### src/rtl/fetch_receive.sv
// fetch_receive
//
// Receive side of the instruction-fetch interface. Instruction memory is read
// synchronously, so the data arriving this cycle belongs to the PC the issue
// stage presented last cycle. This block pairs the two and hands decode a
// stable instruction/PC/valid bundle. It holds an instruction across stalls
// and replaces wrong-path fetches with NOP bubbles after a redirect.
//
// Ports:
//   clock        in   clock, all state updates on posedge
//   reset        in   synchronous, active-high reset
//   i_mem_data   in   read data for the address issued in the previous cycle
//   issue_PC     in   PC presented to instruction memory this cycle
//   stall        in   downstream not accepting; issue stage holds its PC
//   flush        in   redirect taken; issue stage loads its target this edge
//   instruction  out  instruction to decode
//   inst_PC      out  PC of instruction
//   valid        out  instruction is a real fetched instruction
//   scan         in   enables per-cycle debug reporting (simulation only)
//   fetch_count  out  accepted-instruction counter (FETCH_RECEIVE_PERF_EN only)
//
// Optional feature macro: FETCH_RECEIVE_PERF_EN adds the fetch_count port.

module fetch_receive #(
  parameter int                       CORE            = 0,
  parameter int                       DATA_WIDTH      = 32,
  parameter int                       ADDRESS_BITS    = 20,
  parameter logic [ADDRESS_BITS-1:0]  RESET_PC        = '0,
  parameter logic [DATA_WIDTH-1:0]    NOP             = 32'h00000013,
  parameter logic [31:0]              SCAN_CYCLES_MIN = 32'd1,
  parameter logic [31:0]              SCAN_CYCLES_MAX = 32'd1000
) (
  input  logic                    clock,
  input  logic                    reset,
  input  logic [DATA_WIDTH-1:0]   i_mem_data,
  input  logic [ADDRESS_BITS-1:0] issue_PC,
  input  logic                    stall,
  input  logic                    flush,
  output logic [DATA_WIDTH-1:0]   instruction,
  output logic [ADDRESS_BITS-1:0] inst_PC,
  output logic                    valid,
  input  logic                    scan
`ifdef FETCH_RECEIVE_PERF_EN
  ,
  output logic [31:0]             fetch_count
`endif
);

  typedef enum logic [1:0] {
    BOOT  = 2'd0,
    RUN   = 2'd1,
    HOLD  = 2'd2,
    FLUSH = 2'd3
  } state_t;

  state_t                  state;
  logic [ADDRESS_BITS-1:0] pc_d1;
  logic [DATA_WIDTH-1:0]   held_instr;
  logic [31:0]             cycle_count;

  // State machine plus the PC/instruction pipeline registers.
  // pc_d1 follows issue_PC whenever the issue stage is advancing (and always
  // during BOOT, so the first real fetch is paired with its PC). On a stall it
  // keeps the PC of the instruction being held. held_instr is only captured on
  // the RUN->HOLD transition, because after that cycle the memory output
  // already reflects the next address and can no longer be trusted.
  // Flush has priority over stall in every state.
  always_ff @(posedge clock) begin
    if (reset) begin
      state      <= BOOT;
      pc_d1      <= '0;
      held_instr <= NOP;
    end else begin
      if (state == BOOT || !stall) begin
        pc_d1 <= issue_PC;
      end
      case (state)
        BOOT: begin
          state <= flush ? FLUSH : RUN;
        end
        RUN: begin
          if (flush) begin
            state <= FLUSH;
          end else if (stall) begin
            state      <= HOLD;
            held_instr <= i_mem_data;
          end
        end
        HOLD: begin
          if (flush) begin
            state <= FLUSH;
          end else if (!stall) begin
            state <= RUN;
          end
        end
        FLUSH: begin
          state <= flush ? FLUSH : RUN;
        end
        default: begin
          state <= BOOT;
        end
      endcase
    end
  end

  // Output bundle decoded from state. In RUN the memory data passes straight
  // through so there is no extra cycle of fetch latency.
  always_comb begin
    instruction = NOP;
    inst_PC     = pc_d1;
    valid       = 1'b0;
    case (state)
      BOOT: begin
        inst_PC = RESET_PC;
      end
      RUN: begin
        instruction = i_mem_data;
        valid       = 1'b1;
      end
      HOLD: begin
        instruction = held_instr;
        valid       = 1'b1;
      end
      default: begin
        instruction = NOP;
      end
    endcase
  end

  // Free-running cycle counter that frames the debug reporting window.
  always_ff @(posedge clock) begin
    if (reset) begin
      cycle_count <= '0;
    end else begin
      cycle_count <= cycle_count + 32'd1;
    end
  end

`ifdef FETCH_RECEIVE_PERF_EN
  // Counts instructions actually accepted by decode: valid and not stalled.
  always_ff @(posedge clock) begin
    if (reset) begin
      fetch_count <= '0;
    end else if (valid && !stall) begin
      fetch_count <= fetch_count + 32'd1;
    end
  end
`endif

`ifndef SYNTHESIS
  // Debug trace of the delivered bundle inside the configured cycle window.
  always @(posedge clock) begin
    if (scan && cycle_count >= SCAN_CYCLES_MIN && cycle_count <= SCAN_CYCLES_MAX) begin
      $display("core %0d fetch_receive state=%s inst_PC=%h instruction=%h valid=%b",
               CORE, state.name(), inst_PC, instruction, valid);
    end
  end
`endif

endmodule

### config.mk
export PLATFORM = sky130hd
export DESIGN_NAME = fetch_receive
export DESIGN_NICKNAME = d
export VERILOG_FILES = /design/src/rtl/fetch_receive.sv
export SDC_FILE = /design/constraint.sdc
export NUM_CORES = 1
export LEC_CHECK = 0
export CAP_MARGIN = 5
export CORE_MARGIN = 3
export CORE_UTILIZATION = 45
export DETAILED_ROUTE_END_ITERATION = 12
export HOLD_SLACK_MARGIN = 0.12
export PLACE_DENSITY = 0.84
export SETUP_SLACK_MARGIN = 0.15
export SYNTH_ARGS = -nofsm -noshare
export SYNTH_HDL_FRONTEND = slang
export SYNTH_SLANG_ARGS = --single-unit
### constraint.sdc
create_clock -name clock -period 4.1 [get_ports clock]
set_clock_uncertainty 0.1 [all_clocks]
set_input_delay 0.41 -clock clock [delete_from_list [all_inputs] [get_ports clock]]
set_output_delay 0.41 -clock clock [all_outputs]
set_load 0.01 [all_outputs]
Word level (Yosys, flattened, before mapping)
Index checks and enable logic that the tools add are counted.

storage, ports and cells
  RAM bits = 0
  register bits = 54
  output and inout port bits = 53
  bits in latches = 0
  memory bits (read-only) = 0
  memories kept = 0

cells by class
  $add $sub $neg = 0
  shift-type cells = 0
  multipliers = 0
  div/mod/pow operators = 0
  magnitude comparators = 0
  bitwise operators = 1
  muxes and demuxes = 9
  reductions and logical operators = 7
  eq/ne operators = 5

operators with widths
  kind                count
  $pmux 32 s2         1
  $mux 20             1
  $mux 2              5
  $ne 3x3->1 const B  2
  $pmux 2 s3          1
  $eq 2x2->1 const B  2
  $reduce_or 2->1     2
  $reduce_and 3->1    1
  $eq 2x1->1 const B  1
  $logic_not 2->1     1
  $reduce_and 2->1    1
  $logic_not 1->1     1
  $logic_or 1x1->1    1
  $mux 1              1
  $not 1->1           1

Longest topological paths before layout
Gate-level depths: netlist (run 1).

  word-level depth = 3
  depth in mapped cells = 7

Worst setup path before layout (run 1)
Ideal clock, no wire load.

  kind = register -> output
  start = reg state[0]
  end = out instruction[13]
  data required time = 3.590 ns
  arrival = 1.264 ns
  stages on the path, launching flop included = 5
  slack = 2.326 ns
  cell sequence = dfxtp_1 > inv_1 > ha_1 > clkbuf_1 > nor2b_1

on the way
  longest elaborated chain between the ends = 2
  elaborated cells between the ends (all ways) = 3
  classes of those cells = eq/ne (2); mux (1)

ends and longest elaborated chain
  element                                   RTL line  text
  start, declared                           56        state_t state;
  start signal, assigned                    79        state <= flush ? FLUSH : RUN;
  start signal, assigned                    97        state <= flush ? FLUSH : RUN;
  $eq 2x2->1 or $eq 2x1->1 (tied branches)  112       case (state)
  $pmux 32 s2 *                             112
  end, declared                             39        output logic [DATA_WIDTH-1:0] instruction,

Mark *: on every way between the ends. The rest lies on a longest branch, timed or not.

Final worst setup path (run 1)
  start = reg state[0]
  end = out instruction[30]

The elaborated chain is that of the path after synthesis.

==> results of run 1 <==
## kinds of logic (layout without fill, tap and decap cells)
kind of cell               Yosys count  after routing  share of synthesized area [%]
AOI/OAI and AO/OA                   85             85                          21.56
adders and majority gates            4              4                          1.891
DFF                                 54             54                          40.85
buffers and inverters               33            124                          6.525
and+or+nand+nor                    166            166                          29.17
## worst max-delay path: cells and delay by family (launching register included)
kind                       cells  cell delay [ns]
adders and majority gates      1             0.88
buffers and inverters          2             0.65
DFF                            1             0.40
and+or+nand+nor                1             0.25
## metal layers
metal  global-route usage, %  vias up  part of all wire [%]
li1                        -     1303                     -
met1                   24.56     1234                    43
met2                   36.30       85                    48
met3                   6.616        4                   8.7
met4                   3.595        0                  0.37
met5                       0        -                     0
## stage by stage
step | area, um2 | util (%)
6_report | 3769 | 67.20
5_1_grt | 3769 | 67.20
4_1_cts | 3769 | 67.20
3_5_place_dp | 3692 | 65.84
3_3_place_gp | 3692 | 65.84
2_1_floorplan | 2646 | -
## power groups by stage
stage          logic [mW]  clock network (mW)  registers, mW
5_1_grt             0.332               0.306          0.564
3_5_place_dp        0.307                   0          0.573
4_1_cts             0.309               0.288          0.561
3_3_place_gp        0.303                   0          0.572
6_report            0.306               0.279          0.561
2_1_floorplan       0.159                   0          0.570
## registers in the layout (all words and copies together), names as in the netlist
register / flops
held_instr: 32
pc_d1: 20
state: 2
## layout make-up
cell class | instances | area share [%]
timing repair buffer | 113 | 29.55
clock buffer | 7 | 2.025
tap | 72 | 2.390
sequential | 54 | 28.69
multi-input combinational | 255 | 36.95
inverter | 4 | 0.3984
## cell usage in the layout, fill, tap and decap left out, types with 3 or more instances in the layout
cell type        synthesis  layout
nand3_1                  3       3
nand2_1                105     105
clkbuf_8                 0       5
dfxtp_1                 54      54
a22oi_1                 32      32
nand2_2                  3       3
ha_1                     4       4
a21oi_2                 16      16
clkdlybuf4s50_1          0     107
a21oi_1                 35      35
nor2b_1                 50      50
buf_4                    0       5
inv_1                    4       4
## final timing paths
path	start	end	slack (ns)
max	state[0]	instruction[30]	1.10
min	pc_d1[12]	pc_d1[12]	0.35
max reg2reg	state[1]	pc_d1[2]	1.91
min reg2reg	pc_d1[12]	pc_d1[12]	0.35
==> impl_metrics.yaml, run 1 <==
outcome:
  status: "finished, final reports clean"
clocking:
  cts.repair.resized: 0
  clkSlewWorstSetupHoldPaths_ns: 0.09
  clockBufferDepth: 2
  ctsHoldBuffers: 0
  cts_root_buffer: "clkbuf_8"
  cts.sinks: 54
  post_cts_buffers: 0
  h-tree-depth: 2
  cts_tree: "built"
  clkLatencyLatePin_ns: 0.30
  cts_buffers: 5
critical_path:
  crit_arrival_ns: 2.49
  path_max_fanout: 33
  cp_cell_sequence: "inv_1 -> ha_1 -> nor2b_1 -> clkdlybuf4s50_1"
  crit_path_max_incr_delay_ns: 0.88
  crit_required_ns: 3.59
  cpMaxStageDelayCell: "ha_1"
  startpoint_type: "flip-flop"
  path_class: "flip-flop to output pin"
  worst_setup_path_end_kind: "output pin"
  reg2reg_depth: 5
routing:
  ant_nets: 0
  viasPerCell: 5.200
  routedWlPerCell_um: 13.94
  drtIter0Drc: 123
  drc: 0
  vias: 2626
  routed_wl_um: 7041
  dr.pass1.iters: 4
placed_design:
  dpl.cell_count: 498
  gp_congestion: 0.7798
  preCtsSetupSlack_ns: 1.447
  dpl.hpwl_um: 4771
  port-buffer-count: 108
power_and_ir_drop:
  p_int_mw: 0.8312
  p_switching_mw: 0.3148
  seqPwrFrac_pct: 49.0
  p_sw_share_pct: 27.47
  share_clk_of_total_power_pct: 24.4
  peakVddDrop_uv: 151.8
  power_density_mw_per_mm2: 304.1
  power_frac_comb_pct: 26.7
  power_mw: 1.146
  power_leakage_nw: 1.322
floorplan:
  die_w_um: 82.69
  rows: 27
  chipHeight_um: 82.69
  dieArea_mm2: 0.006837
  ios: 110
  floorplan.initialDensity_pct: 47.19
  core_area_mm2: 0.005608
sta:
  slew_violations: 0
  finalCritPeriodShare_pct: 73.17
  whs_ns: 0.3483
  setup_viol: 0
  fin_crit_ns: 3.000
  fmax_mhz: 333.3
  rsz0062_at_grt: "false"
  setup_ws_ns: 1.100
  tns_ns: 0
  hold_viol: 0
  timing.slew.headroom_pct: 24.94
  tightest_slew_ns: 1.126
min_path:
  hp-class: "flip-flop to flip-flop"
  holdPathStages: 2
synthesis:
  synth_common_cells: "nand2_1 (105), dfxtp_1 (54), nor2b_1 (50), a21oi_1 (35), a22oi_1 (32)"
  yosys.area.top_type: "dfxtp_1"
  synth_cells: 342
  yosys_most_used_dff: "dfxtp_1"
  synth_most_common_cell: "nand2_1"
  seq_area_frac_synth_pct: 40.85
  postSynthAreaPerCell_um2: 7.738
  ys_ff_latch: 54
  synth-edff-count: 0
  syn-num-nets: 403
  yosysWarnings: 0
  netlist_top_cells_area: "dfxtp_1 (41%), nand2_1 (15%), nor2b_1 (12%), a22oi_1 (9.1%), a21oi_1 (6.6%)"
  synth_area_mm2: 0.002646
  async_reset_ff_share_pct: 0
  yosysTopAreaCellShare_pct: 40.85
  netlist-cell-type-count: 20
global_route:
  grt_pass1_wl_um: 11070
  grt_antenna_before_repair: 0
  grt_max_degree: 52
  track_usage_pct: 20.54
  overflow: 0
  grt_pass1_vias: 2505
run:
  cap_violations: 0
final_layout:
  syn2layout_area_growth_pct: 42.41
  diodes: 0
  multi_input_area_mm2: 0.001393
  nFillCells: 480
  nets: 494
  drive_gt1_share_pct: 6.928
  regArea_mm2: 0.001081
  finalNonFillerCells: 505
Note: power is estimated with default switching activity, not from simulation.
==> run 2, diff against run 1 <==
- CORE_UTILIZATION: 45 -> 43
- PLACE_DENSITY: 0.84 -> 0.8
- clock period: 4.1 -> 2.8 ns (I/O delays scaled with it)
==> run 2 against run 1 <==
- first-iteration DRC count grew 32%
- design area is 1.6% higher
- setup slack worse by 0.74 ns
- core utilization decreased by 0.56 points
- total power up 48%
- flip-flop and latch count is the same
- sequential power up 46%
- sequential share of layout area decreased by 0.44 points
- clock power is 51% higher
- combinational power rose by 50%
- global-route usage is 0.26 points lower
- largest cell class unchanged
- critical path depth is the same
==> impl_metrics.yaml, run 2 (synthesis results as in run 1) <==
global_route:
  grt_antenna_before_repair: 0
  grt_pass1_wl_um: 12210
  overflow: 0
  track_usage_pct: 20.29
  grt_max_degree: 33
  grt_pass1_vias: 2568
final_layout:
  largest_register_ffs: 32
  nFillCells: 498
  reg_top3: "held_instr: 32 flops, pc_d1: 20 flops, state: 2 flops"
  top_register: "held_instr"
  regArea_mm2: 0.001081
  drive_gt1_share_pct: 8.656
  final_cell_mix: "clkdlybuf4s50_1 (107), nand2_1 (105), dfxtp_1 (54)"
  syn2layout_area_growth_pct: 44.63
  fin_area_mm2: 0.003827
  final_common_cell: "clkdlybuf4s50_1"
  multi_input_area_mm2: 0.001393
  nets: 501
  diodes: 0
floorplan:
  chipHeight_um: 84.45
  ios: 110
  rows: 27
  die_w_um: 84.45
  core_area_mm2: 0.005743
  dieArea_mm2: 0.007132
  floorplan.initialDensity_pct: 46.08
sta:
  tightest_slew_ns: 0.7804
  hold_viol: 0
  finalCritPeriodShare_pct: 87.28
  rsz0062_at_grt: "false"
  slew_violations: 0
  whs_ns: 0.3480
  setup_viol: 0
  fin_crit_ns: 2.444
  tns_ns: 0
  timing.slew.headroom_pct: 47.98
  fmax_mhz: 409.2
clocking:
  cts.sinks: 54
  ctsHoldBuffers: 0
  clockBufferDepth: 2
  clkSlewWorstSetupHoldPaths_ns: 0.09
  clkLatencyLatePin_ns: 0.29
  h-tree-depth: 2
  cts_root_buffer: "clkbuf_8"
  cts_buffers: 5
  cts_tree: "built"
  post_cts_buffers: 0
  cts.repair.resized: 0
critical_path:
  regToRegEndpoint: "pc_d1[4]"
  crit_required_ns: 2.42
  startpoint_type: "flip-flop"
  crit_arrival_ns: 2.06
  cp_top_family: "adder cells"
  cpMaxStageDelayCell: "ha_1"
  crit_cells: 4
  crit_path_max_incr_delay_ns: 0.68
  r2r-start: "state[1]"
  cp_cell_sequence: "inv_1 -> ha_1 -> nor2b_1 -> clkdlybuf4s50_1"
  critPathCapture: "inst_PC[1]"
  critical_path_buf_inv_count: 2
  reg2reg_depth: 5
  r2r_setup_slack_ns: 0.58
  path_max_fanout: 22
  crit_start: "state[1]"
  path_class: "flip-flop to output pin"
  worst_setup_path_end_kind: "output pin"
routing:
  vias: 2635
  routed_wl_um: 7238
  ant_nets: 0
  routedWlPerCell_um: 14.16
  drtIter0Drc: 162
  dr.pass1.iters: 4
  viasPerCell: 5.157
  drc: 0
min_path:
  hp-class: "flip-flop to flip-flop"
placed_design:
  dpl_cell_area_mm2: 0.003745
  dpl.hpwl_um: 5103
  port-buffer-count: 108
  gp_congestion: 0.7362
outcome:
  status: "finished, final reports clean"
power_and_ir_drop:
  power_density_mw_per_mm2: 444.4
  power_leakage_nw: 1.361
  power_mw: 1.701
  peakVddDrop_uv: 237.1
run:
  cap_violations: 0
run 2: cell count changes in the layout (fill, tap and decap cells not counted), sizes merged:
cell / delta
clkbuf: -1
buf: +7
run 2: worst min path at each step:
stage                     cells after the start  slack, ns          start       endpoint
after floorplan                               2       0.30  i_mem_data[0]  held_instr[0]
after global placement                        2       0.33      pc_d1[12]      pc_d1[12]
after detailed placement                      2       0.34       pc_d1[1]       pc_d1[1]
after CTS                                     2       0.35       pc_d1[1]       pc_d1[1]
after global routing                          2       0.37      pc_d1[10]      pc_d1[10]
final                                         2       0.35      pc_d1[13]      pc_d1[13]
run 2: per-layer routing:
| metal | global-route usage, % | part of all wire, % | vias to the layer above |
|---|---|---|---|
| li1 | - | - | 1313 |
| met4 | 4.892 | 1.1 | 0 |
| met2 | 32.64 | 46 | 97 |
| met1 | 27.55 | 45 | 1218 |
| met5 | 0 | 0 | - |
| met3 | 4.907 | 7.8 | 7 |
run 2: worst register-to-register path: cells and delay by family (launching register included):
kind | cells | cell delay [ns]
AO/OA/AOI/OAI | 1 | 0.16
buffers and inverters | 1 | 0.11
adder cells (fa/ha/maj) | 1 | 0.68
AND/OR/NAND/NOR | 2 | 0.78
flip-flops | 1 | 0.33
run 2: stage by stage:
step | instances | utilization, % | setup slack, ns
4_1_cts | 511 | 66.64 | 0.3475
2_1_floorplan | 342 | - | 1.156
5_1_grt | 511 | 66.64 | 0.1827
3_3_place_gp | 505 | 65.21 | 0.6506
3_5_place_dp | 505 | 65.21 | 0.6052
6_report | 511 | 66.64 | 0.3560
run 2: area by class of cell:
| type | count | area share, % |
|---|---|---|
| clock buffers | 6 | 2.158 |
| inverters | 4 | 0.3923 |
| multi-input cells | 255 | 36.38 |
| flip-flops and latches | 54 | 28.24 |
| well taps | 72 | 2.354 |
| repair buffers | 120 | 30.47 |
run 2: report_power, final:
| group | switching (mW) | total (mW) | internal [mW] |
|---|---|---|---|
| registers | 0.0173 | 0.821 | 0.804 |
| clock network | 0.229 | 0.420 | 0.191 |
| logic | 0.211 | 0.460 | 0.249 |
| total | 0.457 | 1.70 | 1.24 |
